===== src/rtl/ps2_keyboard.sv =====
// PS/2 keyboard receiver and movement-key decoder for the two-player Tron game.
// Deserialises 11-bit frames, tracks E0/F0 prefixes and maps WASD/arrows to a 5-bit code.
module ps2_keyboard #(
  parameter int         TIMEOUT_CYCLES = 5000,
  parameter logic [4:0] IDLE_CODE      = 5'h1F
) (
  input  logic       clkout,
  input  logic       reset,
  input  logic       ps2_clk,
  input  logic       ps2_data,
  output logic [4:0] keystroke,
  output logic [7:0] scan_code,
  output logic       scan_valid
);

  // state   | meaning
  // IDLE    | waiting for a make code or a prefix
  // EXT     | E0 seen, next byte uses the extended table
  // BRK     | F0 seen, next byte is a normal release
  // EXT_BRK | E0 F0 seen, next byte is an extended release
  localparam logic [1:0] ST_IDLE    = 2'd0;
  localparam logic [1:0] ST_EXT     = 2'd1;
  localparam logic [1:0] ST_BRK     = 2'd2;
  localparam logic [1:0] ST_EXT_BRK = 2'd3;

  localparam int             IW        = $clog2(TIMEOUT_CYCLES + 1);
  localparam logic [IW-1:0]  IDLE_LOAD = IW'(TIMEOUT_CYCLES - 1);

  logic          clk_s1_q, clk_s1_d;
  logic          clk_s2_q, clk_s2_d;
  logic          clk_prev_q, clk_prev_d;
  logic          dat_s1_q, dat_s1_d;
  logic          dat_s2_q, dat_s2_d;
  logic [3:0]    bit_cnt_q, bit_cnt_d;
  logic [9:0]    shift_q, shift_d;
  logic [IW-1:0] idle_cnt_q, idle_cnt_d;
  logic [7:0]    scan_code_q, scan_code_d;
  logic          scan_valid_q, scan_valid_d;
  logic [1:0]    state_q, state_d;
  logic [4:0]    key_q, key_d;

  logic          fall;
  logic          frame_ok;

  function automatic logic [5:0] lookup_normal(input logic [7:0] code);
    case (code)
      8'h1D:   lookup_normal = {1'b1, 5'b00100};
      8'h1B:   lookup_normal = {1'b1, 5'b00101};
      8'h1C:   lookup_normal = {1'b1, 5'b00110};
      8'h23:   lookup_normal = {1'b1, 5'b00111};
      default: lookup_normal = 6'd0;
    endcase
  endfunction

  function automatic logic [5:0] lookup_ext(input logic [7:0] code);
    case (code)
      8'h75:   lookup_ext = {1'b1, 5'b00000};
      8'h72:   lookup_ext = {1'b1, 5'b00001};
      8'h6B:   lookup_ext = {1'b1, 5'b00010};
      8'h74:   lookup_ext = {1'b1, 5'b00011};
      default: lookup_ext = 6'd0;
    endcase
  endfunction

  assign fall = clk_prev_q & ~clk_s2_q;
  // shift_q holds start in [0], d0..d7 in [8:1], parity in [9]; stop bit is the live sample
  assign frame_ok = ~shift_q[0] & dat_s2_q & (^shift_q[9:1]);

  always_comb begin
    clk_s1_d     = ps2_clk;
    clk_s2_d     = clk_s1_q;
    clk_prev_d   = clk_s2_q;
    dat_s1_d     = ps2_data;
    dat_s2_d     = dat_s1_q;
    bit_cnt_d    = bit_cnt_q;
    shift_d      = shift_q;
    idle_cnt_d   = idle_cnt_q;
    scan_code_d  = scan_code_q;
    scan_valid_d = 1'b0;

    if (fall) begin
      idle_cnt_d = IDLE_LOAD;
      if (bit_cnt_q == 4'd10) begin
        bit_cnt_d = 4'd0;
        if (frame_ok) begin
          scan_code_d  = shift_q[8:1];
          scan_valid_d = 1'b1;
        end
      end else begin
        shift_d   = {dat_s2_q, shift_q[9:1]};
        bit_cnt_d = bit_cnt_q + 4'd1;
      end
    end else if (idle_cnt_q != '0) begin
      idle_cnt_d = idle_cnt_q - IW'(1);
    end else begin
      bit_cnt_d = 4'd0;
    end
  end

  always_comb begin
    logic [5:0] hit;
    state_d = state_q;
    key_d   = key_q;
    hit     = 6'd0;
    if (scan_valid_q) begin
      case (state_q)
        ST_IDLE: begin
          if (scan_code_q == 8'hE0) begin
            state_d = ST_EXT;
          end else if (scan_code_q == 8'hF0) begin
            state_d = ST_BRK;
          end else begin
            hit = lookup_normal(scan_code_q);
            if (hit[5]) key_d = hit[4:0];
          end
        end
        ST_EXT: begin
          if (scan_code_q == 8'hF0) begin
            state_d = ST_EXT_BRK;
          end else begin
            hit = lookup_ext(scan_code_q);
            if (hit[5]) key_d = hit[4:0];
            state_d = ST_IDLE;
          end
        end
        default: state_d = ST_IDLE;
      endcase
    end
  end

  always_ff @(posedge clkout) begin
    if (reset) begin
      clk_s1_q     <= 1'b1;
      clk_s2_q     <= 1'b1;
      clk_prev_q   <= 1'b1;
      dat_s1_q     <= 1'b1;
      dat_s2_q     <= 1'b1;
      bit_cnt_q    <= 4'd0;
      shift_q      <= 10'd0;
      idle_cnt_q   <= '0;
      scan_code_q  <= 8'h00;
      scan_valid_q <= 1'b0;
      state_q      <= ST_IDLE;
      key_q        <= IDLE_CODE;
    end else begin
      clk_s1_q     <= clk_s1_d;
      clk_s2_q     <= clk_s2_d;
      clk_prev_q   <= clk_prev_d;
      dat_s1_q     <= dat_s1_d;
      dat_s2_q     <= dat_s2_d;
      bit_cnt_q    <= bit_cnt_d;
      shift_q      <= shift_d;
      idle_cnt_q   <= idle_cnt_d;
      scan_code_q  <= scan_code_d;
      scan_valid_q <= scan_valid_d;
      state_q      <= state_d;
      key_q        <= key_d;
    end
  end

  assign keystroke  = key_q;
  assign scan_code  = scan_code_q;
  assign scan_valid = scan_valid_q;

endmodule


===== config.mk =====
export PLATFORM = sky130hd
export DESIGN_NAME = ps2_keyboard
export DESIGN_NICKNAME = d
export VERILOG_FILES = /design/src/rtl/ps2_keyboard.sv
export SDC_FILE = /design/constraint.sdc
export NUM_CORES = 1
export LEC_CHECK = 0
export CORE_UTILIZATION = 57
export CTS_CLUSTER_DIAMETER = 60
export CTS_CLUSTER_SIZE = 40
export DETAILED_ROUTE_END_ITERATION = 12
export GPL_ROUTABILITY_DRIVEN = 0
export PLACE_DENSITY_LB_ADDON = 0.08
export SETUP_SLACK_MARGIN = 0.15
export SLEW_MARGIN = 20
export SYNTH_ARGS = -nofsm -noshare
export SYNTH_HDL_FRONTEND = slang
export SYNTH_SLANG_ARGS = --single-unit
export TNS_END_PERCENT = 100

===== constraint.sdc =====
create_clock -name clkout -period 2.4 [get_ports clkout]
set_clock_uncertainty 0.1 [all_clocks]
set_input_delay 0.48 -clock clkout [delete_from_list [all_inputs] [get_ports clkout]]
set_output_delay 0.48 -clock clkout [all_outputs]
set_load 0.02 [all_outputs]

# Word level (Yosys, flattened, before mapping)
# Index checks and enable logic that the tools add are counted.
[word_totals]
reg_bits = 48
in_bits = 4
output_inout_bits = 14
[op_classes]
addsub = 2
n_eq_ne = 19
mux = 25
bitwise = 7
reduce_logical = 11
[op_table]
columns = ["operator", "count"]
rows = [
  ["$pmux W6 S4", 2],
  ["$mux W6", 7],
  ["$eq A8 B7 Y1 const B", 4],
  ["$mux W13", 2],
  ["$mux W5", 5],
  ["$eq A8 B5 Y1 const B", 3],
  ["$eq A8 B8 Y1 const B", 2],
  ["$reduce_bool A13 Y1", 1],
  ["$sub A13 B1 Y13 const B", 1],
  ["$mux W4", 3],
  ["$ne A2 B2 Y1 const B", 6],
  ["$pmux W5 S2", 1],
  ["$reduce_xor A9 Y1", 1],
  ["$eq A8 B6 Y1 const B", 1],
  ["$reduce_and A7 Y1", 1],
  ["$mux W2", 3],
  ["$add A4 B1 Y4 const B", 1],
  ["$eq A4 B4 Y1 const B", 1],
  ["$not A1 Y1", 4],
  ["$pmux W2 S2", 1],
  ["$reduce_and A2 Y1", 2],
  ["$reduce_bool A2 Y1", 2],
  ["$and A1 B1 Y1", 3],
  ["$ne A3 B3 Y1 const B", 1],
  ["6 further kinds", 6],
]

# Depth between registers and ports, before layout
# Gate-level depths: netlist of the first run.
[logic_depth]
depth_word = 10
ltp_mapped = 8
mapped_depth_nobuf = 7

# Worst setup path after synthesis of the first run
# No wires, ideal clock.
[synth_path]
kind = "register to register"
from = "reg shift_q[6]"
to = "reg scan_code_q[3], in the netlist scan_code[3]"
arrival_ps = 1789
required_ps = 2172
path_slack_ps = 383
stages_incl_launch_ff = 6
path_buffers = 0
cell_sequence = "dfxtp_1 > xor3_1 > or4_1 > mux2i_4 > mux2i_1 > nor2_1"
[synth_via]
elab_chain_cells = 3
[synth_lines]
columns = ["item", "line_no", "source"]
rows = [
  ["start: declaration", "35", "logic [9:0] shift_q, shift_d;"],
  ["start signal: assignment", "152", "shift_q <= shift_d;"],
  ["$reduce_xor A9 Y1", "67", "assign frame_ok = ~shift_q[0] & dat_s2_q & (^shift_q[9:1]);"],
  ["$and A1 B1 Y1", "67", ""],
  ["$reduce_and A3 Y1 (no source line)", "--", ""],
  ["end signal: assignment", "154", "scan_code_q <= scan_code_d;"],
  ["end: declaration", "37", "logic [7:0] scan_code_q, scan_code_d;"],
]
# No other way between the ends.
# A chain may end at the register's enable or synchronous reset.

# Worst setup path after layout of the first run
[layout_path]
from = "reg scan_code_q[3], in the netlist scan_code[3]"
to = "out scan_code[3]"
[layout_lines]
columns = ["item", "line_no", "source"]
rows = [
  ["end: declaration", "12", "output logic [7:0] scan_code,"],
]
# No word-level cell between the ends.

==> flow_summary.yaml, run 1 <==
outcome:
  status: "complete, no violations"
clocking:
  clock_path_buffers: 2
  clk_pin_slew_ns: 0.08
  cts_sinks: 47
  clk_latency_ns: 0.30
  hold_buffers: 0
  cts_resized: 0
  cts_inserted_buffers: 5
  cts_tree: "built"
  cts.htree.levels: 2
  root_buffer: "clkbuf_8"
floorplan:
  start_util_pct: 59.1
  die_area_sq_um: 4050
  num_rows: 22
  die_height_um: 63.6
  ioPinCount: 18
  core_area_sq_um: 3660
  fp.dieW_um: 63.6
synth:
  synthCells: 250
  yosysTopAreaCell: "dfxtp_1"
  ys.flop_type: "dfxtp_1"
  ys_seq_elements: 47
  yosysWarnings: 0
  synth.avg_cell_area_sq_um: 8.66
  synth-seq-area-share_pct: 43.5
  asyncSetResetFlopFracSynth_pct: 0
  syn_area_sq_um: 2160
  synth.area.top_cells: "dfxtp_1 43%, a21oi_1 5.8%, nand2_1 5.4%"
  synth_top_area_share_pct: 43.5
  synth_edf_count: 0
  syn-num-nets: 258
  synth_cell_types: 41
pwr:
  peakVddDrop_mv: 0.723
  pwr-share-comb_pct: 27.0
  power.net_switching_mw: 0.622
  seqPwrFrac_pct: 47.3
  leakage_nw: 0.938
  power_mw: 1.99
  p_per_area_nw_per_um2: 787
  p_clk_share_pct: 25.7
  internal-power_mw: 1.37
  swShare_pct: 31.3
route:
  first_pass_iters: 4
  num_vias: 1715
  wl_per_cell_um: 12.7
  drtIter0Drc: 95
  viasPerCell: 5.36
  drc: 0
  totalWireLength_um: 4080
  ant_nets: 0
worst_setup_path:
  slowest_stage: "clkdlybuf4s50_1"
  cp-start-kind: "register"
  reg2reg_from: "shift_q[6]"
  path_class: "register to output port"
  path_max_fanout: 9
  cp.depth: 1
  max_stage_delay_ns: 0.67
  reg2reg_to: "scan_code[2]"
  cp-endpoint: "scan_code[3]"
  worstPathRequired_ns: 1.82
  reg2reg_slack_ns: 0.34
  end_kind: "output port"
  cp.arrival_ns: 1.48
  cp_cell_sequence: "clkdlybuf4s50_1"
  critPathBufInv: 1
  crit_family: "buffers and inverters"
  crit_start: "scan_code[3]"
  r2r_cells: 6
timing:
  setup_ws_ns: 0.335
  tightest_slew_ns: 0.469
  max_freq_ghz: 0.484
  hold_viol_final: 0
  drv_slew: 0
  relSlewSlack_pct: 68.3
  finalCriticalPeriod_ns: 2.06
  rsz0062_at_grt: "false"
  final.setup.tns_ns: 0
  post-route-period-util_pct: 86.0
  setup-violations-final: 0
placed_design:
  port_buffers: 17
  pre_cts_slack_ns: 0.241
  place_hpwl_um: 2870
finish:
  area_growth_syn_to_layout_pct: 16.9
  nets: 279
  n_antenna_cell: 0
  layout-drive-gt1-share_pct: 8.09
global_route:
  grt_pass1_vias: 1575
  busiest_layer: "met1"
  grt_pass1_wl_um: 7200
  gr-total-overflow: 0
  met2_usage_pct: 32.0
  grt_usage_pct: 23.1
  grt_util_met1_pct: 33.3
  met3_usage_pct: 7.61
  grt_antenna_before_repair: 0
  grt_max_degree: 32
job:
  maxCapViolCount: 0
min_path:
  hold_path_class: "register to register"
[synthesized netlist by cell type (all sizes together), types with 6 or more instances]
cell / instances
dfxtp: 47
nand2: 31
nor2: 29
a21oi: 25
mux2i: 10
clkbuf: 9
nand2b: 9
xor2: 9
nand3: 7
o21ai: 6
[through the flow]
stage	hold slack [ns]	instances	utilization, %	cell area [sq um]
2_1_floorplan	0.289	250	-	2160
3_3_place_gp	0.292	311	65.9	2410
3_5_place_dp	0.297	311	65.9	2410
4_1_cts	0.316	319	68.6	2510
5_1_grt	0.323	320	69.1	2530
6_report	0.312	320	69.1	2530
[cells in the final DEF, fill, tap and decap left out, drive strengths merged, types with 6 or more instances in the layout]
cell type / netlist / layout
nand3: 7 / 7
mux2i: 10 / 10
buf: 1 / 7
nand2: 31 / 31
o21ai: 6 / 6
clkdlybuf4s50: 0 / 17
a21oi: 25 / 25
dfxtp: 47 / 47
clkbuf: 9 / 8
nor2: 29 / 29
xor2: 9 / 9
nand2b: 9 / 9
[worst register-to-register path, cell delays in order, from the launching register on]
cell and delay, ns:
dfxtp_1 0.38, xor3_1 0.43, or4_1 0.45, mux2i_4 0.19, buf_12 0.16, mux2i_1 0.19, nor2_1 0.06
[final cells by class]
type / count / area, sq um
inverter: 5 / 18.8
timing repair buffer: 24 / 248
sequential: 47 / 941
clock buffer: 8 / 100
multi-input combinational: 188 / 1160
tap: 48 / 60.1
fill: 311 / 1130
[how the worst min path moves through the flow]
stage | start | endpoint | slack (ns) | cells past startpoint
final | clk_s1_q | clk_prev_d | 0.31 | 1
after global placement | clk_s1_q | clk_prev_d | 0.29 | 1
after CTS | clk_s1_q | clk_prev_d | 0.32 | 1
after floorplan | clk_s1_q | clk_prev_d | 0.29 | 1
after detailed placement | clk_s1_q | clk_prev_d | 0.30 | 1
after global routing | clk_s1_q | clk_prev_d | 0.32 | 1
[state kept, by name, indices dropped and copies added, names as in the netlist]
name and flops:
scan_code 8, clk_prev_q 1, shift_q 10, dat_s2_q 1
clk_s1_q 1, dat_s1_q 1, scan_valid 1, bit_cnt_q 4
keystroke 4, clk_prev_d 1, state_q 2, idle_cnt_q 13
[timing repair]
action / in CTS / in global routing
endpoints found under the setup margin: 0 / 7
hold endpoints to repair: 0 / 0
buffers inserted: 0 / 1
[metal layers]
layer,vias to the layer above,part of all wire (%)
li1,898,-
met1,787,54
met2,25,42
met3,5,3.6
met4,0,1.3
met5,-,0
[power groups by stage]
stage	Sequential, mW	Combinational, mW	Clock (mW)
6_report	0.943	0.537	0.512
4_1_cts	0.941	0.536	0.532
5_1_grt	0.958	0.620	0.566
3_3_place_gp	0.954	0.523	0
3_5_place_dp	0.956	0.531	0
2_1_floorplan	0.939	0.428	0
[logic make-up (layout without fill, tap and decap cells)]
logic type,count (synthesis),count (layout),share of synthesized area [%]
flip-flops,47,47,43.5
buffers and inverters,15,37,2.77
XOR/XNOR,14,14,6.99
multiplexers,10,10,5.20
adder cells (fa/ha/maj),4,4,2.31
AND/OR/NAND/NOR,118,118,28.0
AO/OA/AOI/OAI,42,42,11.2
(Power assumes the default switching activity.)
==> run 2, diff against run 1 <==
CTS_CLUSTER_DIAMETER = not set   (was 60)
==> results of run 2 <==
No change in the layout: final DEF, timing and power equal those of run 1.
